`src/rtl/and_reduce_pkg.sv`:
```
// Shared mode encodings and bit-level helpers for the reduction pipeline.
`default_nettype none

package and_reduce_pkg;

  typedef enum logic [1:0] {
    MODE_AND  = 2'b00,
    MODE_OR   = 2'b01,
    MODE_XOR  = 2'b10,
    MODE_XNOR = 2'b11
  } mode_t;

  function automatic logic identity_bit(input mode_t mode);
    return (mode == MODE_AND);
  endfunction

  // XNOR combines as XOR; the single inversion happens at the pipe output.
  function automatic logic combine(input logic a, input logic b, input mode_t mode);
    logic r;
    if (mode == MODE_AND)
      r = a & b;
    else if (mode == MODE_OR)
      r = a | b;
    else
      r = a ^ b;
    return r;
  endfunction

endpackage

`default_nettype wire

```
`src/rtl/and_reduce_pipe_if.sv`:
```
// Valid/ready bus of the reduction pipeline: operand side and result side.
`default_nettype none

interface and_reduce_pipe_if #(
  parameter int WIDTH = 8
);

  logic             in_valid;
  logic             in_ready;
  logic [WIDTH-1:0] in_data;
  logic [WIDTH-1:0] in_mask;
  logic [1:0]       in_mode;
  logic             out_valid;
  logic             out_ready;
  logic             out_data;
  logic             out_empty;

  modport master (
    output in_valid, in_data, in_mask, in_mode, out_ready,
    input  in_ready, out_valid, out_data, out_empty
  );

  modport slave (
    input  in_valid, in_data, in_mask, in_mode, out_ready,
    output in_ready, out_valid, out_data, out_empty
  );

endinterface

`default_nettype wire

```
`src/rtl/reduce_stage.sv`:
```
// One registered tree level: folds IN_W bits into IN_W/2 and carries valid/mode/empty.
`default_nettype none

module reduce_stage
  import and_reduce_pkg::*;
#(
  parameter int IN_W = 2
) (
  input  wire logic              clk,
  input  wire logic              reset,
  input  wire logic              en,
  input  wire logic              in_valid,
  input  wire logic [IN_W-1:0]   in_bits,
  input  wire mode_t             in_mode,
  input  wire logic              in_empty,
  output logic                   out_valid,
  output logic [IN_W/2-1:0]      out_bits,
  output mode_t                  out_mode,
  output logic                   out_empty
);

  logic [IN_W/2-1:0] pair_bits;

  for (genvar j = 0; j < IN_W / 2; j++) begin : g_pair
    assign pair_bits[j] = combine(in_bits[2*j], in_bits[2*j+1], in_mode);
  end

  // Payload only loads on a real transaction so bubbles leave the last result in place.
  always_ff @(posedge clk) begin
    if (reset) begin
      out_valid <= 1'b0;
      out_bits  <= '0;
      out_mode  <= MODE_AND;
      out_empty <= 1'b0;
    end else if (en) begin
      out_valid <= in_valid;
      if (in_valid) begin
        out_bits  <= pair_bits;
        out_mode  <= in_mode;
        out_empty <= in_empty;
      end
    end
  end

endmodule

`default_nettype wire

```
`src/rtl/and_reduce_pipe.sv`:
```
// N-bit masked AND/OR/XOR/XNOR reduction with a registered binary tree and global-stall handshake.
`default_nettype none

module and_reduce_pipe
  import and_reduce_pkg::*;
#(
  parameter int WIDTH  = 8,
  parameter int LEVELS = $clog2(WIDTH)
) (
  input  wire logic        clk,
  input  wire logic        reset,
  and_reduce_pipe_if.slave bus
);

  localparam int PAD_W  = 1 << LEVELS;
  localparam int TREE_W = 2 * PAD_W - 1;

  // All tree levels packed end to end: level l is PAD_W>>l bits wide.
  logic [TREE_W-1:0] tree_bits;
  logic [LEVELS:0]   tree_valid;
  logic [LEVELS:0]   tree_empty;
  mode_t             tree_mode [0:LEVELS];

  logic  advance;
  mode_t in_mode_w;
  logic  ident;

  assign in_mode_w = mode_t'(bus.in_mode);
  assign ident     = identity_bit(in_mode_w);
  assign advance   = !tree_valid[LEVELS] || bus.out_ready;

  assign tree_valid[0] = bus.in_valid;
  assign tree_empty[0] = ~|bus.in_mask;
  assign tree_mode[0]  = in_mode_w;

  for (genvar i = 0; i < PAD_W; i++) begin : g_pad
    if (i < WIDTH) begin : g_live
      assign tree_bits[i] = bus.in_mask[i] ? bus.in_data[i] : ident;
    end else begin : g_fill
      assign tree_bits[i] = ident;
    end
  end

  for (genvar l = 0; l < LEVELS; l++) begin : g_level
    localparam int IN_W    = PAD_W >> l;
    localparam int IN_OFF  = 2 * PAD_W - 2 * IN_W;
    localparam int OUT_OFF = 2 * PAD_W - IN_W;

    reduce_stage #(
      .IN_W (IN_W)
    ) u_stage (
      .clk       (clk),
      .reset     (reset),
      .en        (advance),
      .in_valid  (tree_valid[l]),
      .in_bits   (tree_bits[IN_OFF +: IN_W]),
      .in_mode   (tree_mode[l]),
      .in_empty  (tree_empty[l]),
      .out_valid (tree_valid[l+1]),
      .out_bits  (tree_bits[OUT_OFF +: IN_W/2]),
      .out_mode  (tree_mode[l+1]),
      .out_empty (tree_empty[l+1])
    );
  end

  assign bus.in_ready  = advance;
  assign bus.out_valid = tree_valid[LEVELS];
  assign bus.out_data  = tree_bits[TREE_W-1] ^ (tree_mode[LEVELS] == MODE_XNOR);
  assign bus.out_empty = tree_empty[LEVELS];

endmodule

`default_nettype wire

```
`src/flat_wrapper.sv`:
```
// flat-port wrapper written by rule: the top's interface ports become plain ports
module and_reduce_pipe_flat import and_reduce_pkg::*;
#(
  parameter int WIDTH  = 8,
  parameter int LEVELS = $clog2(WIDTH)
)
  (clk, reset, bus_in_valid, bus_in_data, bus_in_mask, bus_in_mode, bus_out_ready, bus_in_ready, bus_out_valid, bus_out_data, bus_out_empty);
  and_reduce_pipe_if #(.WIDTH(WIDTH)) bus_i ();
  input  wire logic clk;
  input  wire logic reset;
  input wire logic [$bits(bus_i.in_valid)-1:0] bus_in_valid;
  input wire logic [$bits(bus_i.in_data)-1:0] bus_in_data;
  input wire logic [$bits(bus_i.in_mask)-1:0] bus_in_mask;
  input wire logic [$bits(bus_i.in_mode)-1:0] bus_in_mode;
  input wire logic [$bits(bus_i.out_ready)-1:0] bus_out_ready;
  output wire logic [$bits(bus_i.in_ready)-1:0] bus_in_ready;
  output wire logic [$bits(bus_i.out_valid)-1:0] bus_out_valid;
  output wire logic [$bits(bus_i.out_data)-1:0] bus_out_data;
  output wire logic [$bits(bus_i.out_empty)-1:0] bus_out_empty;
  assign bus_i.in_valid = bus_in_valid;
  assign bus_i.in_data = bus_in_data;
  assign bus_i.in_mask = bus_in_mask;
  assign bus_i.in_mode = bus_in_mode;
  assign bus_i.out_ready = bus_out_ready;
  assign bus_in_ready = bus_i.in_ready;
  assign bus_out_valid = bus_i.out_valid;
  assign bus_out_data = bus_i.out_data;
  assign bus_out_empty = bus_i.out_empty;
  and_reduce_pipe #(.WIDTH(WIDTH), .LEVELS(LEVELS)) u_core (.clk(clk), .reset(reset), .bus(bus_i));
endmodule
```
`config.mk`:
```
export PLATFORM = sky130hd
export DESIGN_NAME = and_reduce_pipe_flat
export DESIGN_NICKNAME = d
export VERILOG_FILES = /design/src/rtl/and_reduce_pkg.sv /design/src/rtl/and_reduce_pipe_if.sv /design/src/rtl/reduce_stage.sv /design/src/rtl/and_reduce_pipe.sv /design/src/flat_wrapper.sv
export SDC_FILE = /design/constraint.sdc
export NUM_CORES = 1
export LEC_CHECK = 0
export BUFFER_PORTS_ARGS = -buffer_cell sky130_fd_sc_hd__buf_2
export CAP_MARGIN = 30
export CORE_MARGIN = 3
export CORE_UTILIZATION = 45
export CTS_BUF_LIST = sky130_fd_sc_hd__clkbuf_8 sky130_fd_sc_hd__clkbuf_16
export DETAILED_ROUTE_END_ITERATION = 12
export HOLD_SLACK_MARGIN = 0.05
export PLACE_DENSITY = 0.76
export SYNTH_ARGS = -nofsm -noshare
export SYNTH_HDL_FRONTEND = slang
export SYNTH_SLANG_ARGS = --single-unit
```
`constraint.sdc`:
```
create_clock -name clk -period 3.75 [get_ports clk]
set_input_delay 0.1875 -clock clk [delete_from_list [all_inputs] [get_ports clk]]
set_output_delay 0.1875 -clock clk [all_outputs]
set_load 0.005 [all_outputs]
```
; Word-level counts from Yosys, hierarchy flattened
; Index checks and enable logic that the tools add are counted.
[totals]
reg_bits = 19
mem_bits_ro = 0
inputBits = 22
out_inout_bits = 4
latch_bits = 0
mem_count = 0
word_cells = 70
ramBits = 0
[op_classes]
n_lt_le_gt_ge = 0
n_eq_ne = 4
n_reduce_logical = 10
n_shift = 0
bitwise = 22
add_sub_neg = 0
mux = 22
div = 0
n_mul = 0
[ops]
columns = op, count
row1 = 1-bit 2-to-1 mux, 22
row2 = 8-bit OR reduction, 1
row3 = 1-bit bitwise XOR, 8
row4 = 1-bit bitwise AND, 7
row5 = 1-bit OR, 7
row6 = 2-bit by 1-bit == test with 1-bit output (second input constant), 3
row7 = 2-bit logical NOT, 3
row8 = 2-bit AND reduction, 3
row9 = 2-bit == test (second input constant), 1
row10 = 1-bit logical NOT, 2
row11 = 1-bit logical OR, 1

; Depth between registers and ports, before layout
[logic_depth]
ltp_word = 5
ltp_mapped = 9
depth_no_buf = 7

; By module
; From an unflattened synthesis, not the netlist that was laid out.
[unflattened]
hier_cells = 148
area_unflattened_um2 = 1149.9
[by_module_without_submodules]
columns = module, cells_per_inst, area_per_inst_um2, seq_area_each_um2, n_inst
row1 = reduce_stage at u_core.g_level[0].u_stage, 62, 495.5, 160.2, 1
row2 = reduce_stage at u_core.g_level[1].u_stage, 36, 306.5, 120.1, 1
row3 = reduce_stage at u_core.g_level[2].u_stage, 26, 230.2, 100.1, 1
row4 = and_reduce_pipe, 24, 117.6, 0.0, 1

; Worst setup path after synthesis
; OpenSTA, ideal clock, no wires.
[synth_timing]
path_type = input port to flip-flop
start = input port bus_in_mode[1]
end = register u_core.g_level[0].u_stage.out_bits[2]
setup_time_ps = 92
t_required_ps = 3658
path_slack_ps = 1917
n_path_buf = 2
t_arrival_ps = 1741
path_stages = 8
path_cell_list = buf_2 or2_2 buf_2 o21ai_2 ha_1 and2b_2 or4_1 o32ai_1
[synth_via]
elab_chain_len = 5
word_cells_on_any_way = 9
cone_classes = 1 x eq/ne / 4 x mux / 3 x bitwise / 1 x reduce/logical
[synth_lines]
columns = element, line_no
row1 = from (decl), flat_wrapper.sv:14  ; input wire logic [$bits(bus_i.in_mode)-1:0] bus_in_mode;
row2 = 2-bit logical NOT, "and_reduce_pkg.sv:14, and_reduce_pkg.sv:20"
row3 = 1-bit 2-to-1 mux, and_reduce_pipe.sv:38  ; assign tree_bits[i] = bus.in_mask[i] ? bus.in_data[i] : ident;
row4 = 1-bit bitwise XOR or 1-bit OR (tied branches), "and_reduce_pkg.sv:25, and_reduce_pkg.sv:23"
row5 = 1-bit 2-to-1 mux, and_reduce_pkg.sv:22  ; else if (mode == MODE_OR)
row6 = 1-bit 2-to-1 mux (*), and_reduce_pkg.sv:20  ; if (mode == MODE_AND)
row7 = to (signal assigned), reduce_stage.sv:38  ; out_bits <= pair_bits;
row8 = to (decl), reduce_stage.sv:17  ; output logic [IN_W/2-1:0] out_bits,
; Mark *: on every way between the ends. The rest lies on a longest branch, timed or not.
; A chain may end at the register's enable or synchronous reset.

; Worst setup path after layout
[layout_timing]
start = register u_core.g_level[2].u_stage.out_valid
end = output port bus_in_ready
[layout_via]
elab_chain_len = 2
[layout_lines]
columns = element, line_no
row1 = from (decl), reduce_stage.sv:16  ; output logic out_valid,
row2 = from (signal assigned), reduce_stage.sv:36  ; out_valid <= in_valid;
row3 = 1-bit logical NOT, and_reduce_pipe.sv:30  ; assign advance = !tree_valid[LEVELS] || bus.out_ready;
row4 = 1-bit logical OR, and_reduce_pipe.sv:30
row5 = to (decl), flat_wrapper.sv:16  ; output wire logic [$bits(bus_i.in_ready)-1:0] bus_in_ready;
; No other way between the ends.

==> reports/results.txt <==
outcome -> complete, no violations
Post-Syn Area -> 1230 µm²
worst hold slack -> 0.254 ns
met3 Usage GRT -> 0.0307
Max Root-Sink Buffers -> 2
GP Congestion -> 0.782
CTS Hold Bufs -> 0
CP required -> 3.56 ns
vias in the first global route -> 1,132
PD cells -> 311 nW/µm²
DIE AREA -> 3400 µm²
Tmin final -> 1.77 ns
Setup Buffers After CTS -> 0
register area -> 380 µm²
Final Hold Fails -> 0
Setup TNS -> 0 ns
fin crit share -> 0.473
M2 GR Usage -> 0.316
pins over their slew limit -> 0
CTS Buf Count -> 3
R2R Path End -> u_core.g_level[0].u_stage.out_bits[0]$_SDFFE_PP0P_
Yosys reg bits -> 19
WP data arrival -> 1.58 ns
layout cells sized above 1 -> 0.254
Skew-Pair Late Insertion Delay -> 0.25 ns
fillers -> 240
actual slew at the worst max-slew pin -> 0.441 ns
CTS tree -> done
vias -> 1,156
layer with the highest usage -> met2
P_leak -> 0.641 nW
Min-Delay Path Class -> in -> reg
Final HPWL DP -> 2.07 mm
post-route ant nets -> 0
Starting Density -> 0.484
# DRC -> 0
hold_sp -> bus_in_valid
first-pass GRT wire length -> 4.55 mm
largest net degree at the start of global routing -> 25
Synth top area share -> 0.309
clock sink total -> 19
worst slew margin relative to its limit -> 0.703
Yosys cell types -> 27
Routed WL -> 2.59 mm
commonest non-fill, non-tap cell in the layout -> buf_2
overall global routing resource usage -> 0.167
Rows -> 18
M1 GR Usage -> 0.184
fmax -> 564 MHz
Placeable Area -> 2540 µm²
Syn Area/Cell -> 7.75 µm²
FF-to-FF Start -> u_core.g_level[2].u_stage.out_valid$_SDFFE_PP0N_
DRT iter0 DRCs -> 31
synth-to-layout area growth -> 14.5%
fin cells -> 211
antenna violations before repair -> 0
Port Buffers -> 25
sequential area share after synthesis -> 0.309
FF-to-FF path depth -> 5
Nets -> 218
grt ovf -> 0
ANT cells -> 0
Mapped Cells -> 159
syn_nets -> 195
Max FO, Critical Path -> 18
Die W -> 58.3 µm
hold path cells -> 3
critical path startpoint category -> flop
htree depth -> 1
io pins -> 26
clk_skew -> 0.00349 ns
crit path kind -> reg -> out
multi-input gate area in the final layout -> 743 µm²
max_cap viols -> 0
Setup violations, final -> 0
Yosys Warn Count -> 0
dpl cells -> 207
Area contributors post-synth -> dfxtp_1 31%, ha_1 14%, a21oi_1 8.1%
CP startpoint -> u_core.g_level[2].u_stage.out_valid$_SDFFE_PP0N_
PostCTS Resize Cnt -> 0
Worst setup EP type -> output port
Hold Crit Endpoint -> u_core.g_level[0].u_stage.out_empty$_SDFFE_PP0P_
Synth area leader -> dfxtp_1
via-per-instance ratio -> 5.48
die height -> 58.3 µm
RSZ-0062 raised after global routing -> no
VDD IR max -> 206 µV
clk root buf -> clkbuf_8
First-pass DRT Iterations -> 4
wire per inst -> 12.3 µm
commonest cells after routing, fill and taps aside -> 25 x buf_2, 20 x nand2_1, 20 x a21oi_1
clk slew on worst S/H paths -> 0.07 ns
final core occ -> 0.555
Reg2Reg Setup Slack -> 2.23 ns
==> cells in the mapped netlist (all sizes together) <==
library cell and number:
a311oi 2, o21ai 17, a21o 1, a41o 1, or4 4, buf 5, a211o 2, clkbuf 3
ha 14, dfxtp 19, nand2 20, or2 6, and2b 1, nor2 4, inv 18, nor2b 4
nand4 1, a21oi 20, xnor2 1, nor4 2, nand3 8, clkinv 1, nand2b 1, o32ai 4
==> worst max-delay path: stages (launching register included) <==
cell,delay [ns]
dfxtp_1,0.32
nor2b_1,0.13
buf_4,0.21
clkinv_1,0.39
buf_2,0.28
==> report_power, final <==
part / leakage, nW / switching, mW / total, mW / internal, mW
Combinational: 0.461 / 0.0455 / 0.0817 / 0.0362
Sequential: 0.155 / 0.00759 / 0.218 / 0.210
Clock: 0.0255 / 0.0653 / 0.139 / 0.0737
Total: 0.641 / 0.118 / 0.438 / 0.320
==> logic make-up (layout without fill, tap and decap cells) <==
family / after synthesis / after routing / synth area share
AND/OR/NAND/NOR: 51 / 51 / 0.208
AO/OA/AOI/OAI: 47 / 47 / 0.246
buffers and inverters: 27 / 49 / 0.0883
flip-flops: 19 / 19 / 0.309
adder cells (fa/ha/maj): 14 / 14 / 0.142
XOR/XNOR: 1 / 1 / 0.00711
==> cell type report <==
cell class | instances | area share
repair buffers | 26 | 0.0940
flip-flops and latches | 19 | 0.270
inverters | 19 | 0.0505
well taps | 30 | 0.0266
clock inverters | 1 | 0.00355
multi-input cells | 113 | 0.527
clock buffers | 3 | 0.0293
==> state kept, by name, indices dropped and copies added (netlist names) <==
signal and flops:
u_core.g_level.u_stage.out_bits 7, u_core.g_level.u_stage.out_empty 3, u_core.g_level.u_stage.out_mode 6, u_core.g_level.u_stage.out_valid 3
==> per-layer routing <==
layer,wire [µm],vias up
met2,1380,25
met3,86,4
met1,1080,539
met5,0,-
met4,37,0
li1,-,588
==> worst max path at each step <==
stage / slack [ns] / cells past startpoint / end
final: 1.98 / 4 / bus_in_ready
after global routing: 1.79 / 4 / bus_in_ready
after floorplan: 1.92 / 8 / u_core.g_level[0].u_stage.out_bits[2]$_SDFFE_PP0P_
after detailed placement: 1.84 / 7 / u_core.g_level[0].u_stage.out_bits[2]$_SDFFE_PP0P_
after global placement: 1.92 / 7 / u_core.g_level[0].u_stage.out_bits[2]$_SDFFE_PP0P_
after CTS: 1.98 / 4 / bus_in_ready
==> per-stage QoR <==
| step | setup slack, ns | total power [mW] | instance area, µm² |
|---|---|---|---|
| after floorplan | 1.92 | 0.276 | 1230 |
| after global routing | 1.79 | 0.468 | 1410 |
| final | 1.98 | 0.438 | 1410 |
| after global placement | 1.92 | 0.299 | 1370 |
| after CTS | 1.98 | 0.443 | 1410 |
| after detailed placement | 1.84 | 0.304 | 1370 |
Note: power is estimated with default switching activity, not from simulation.
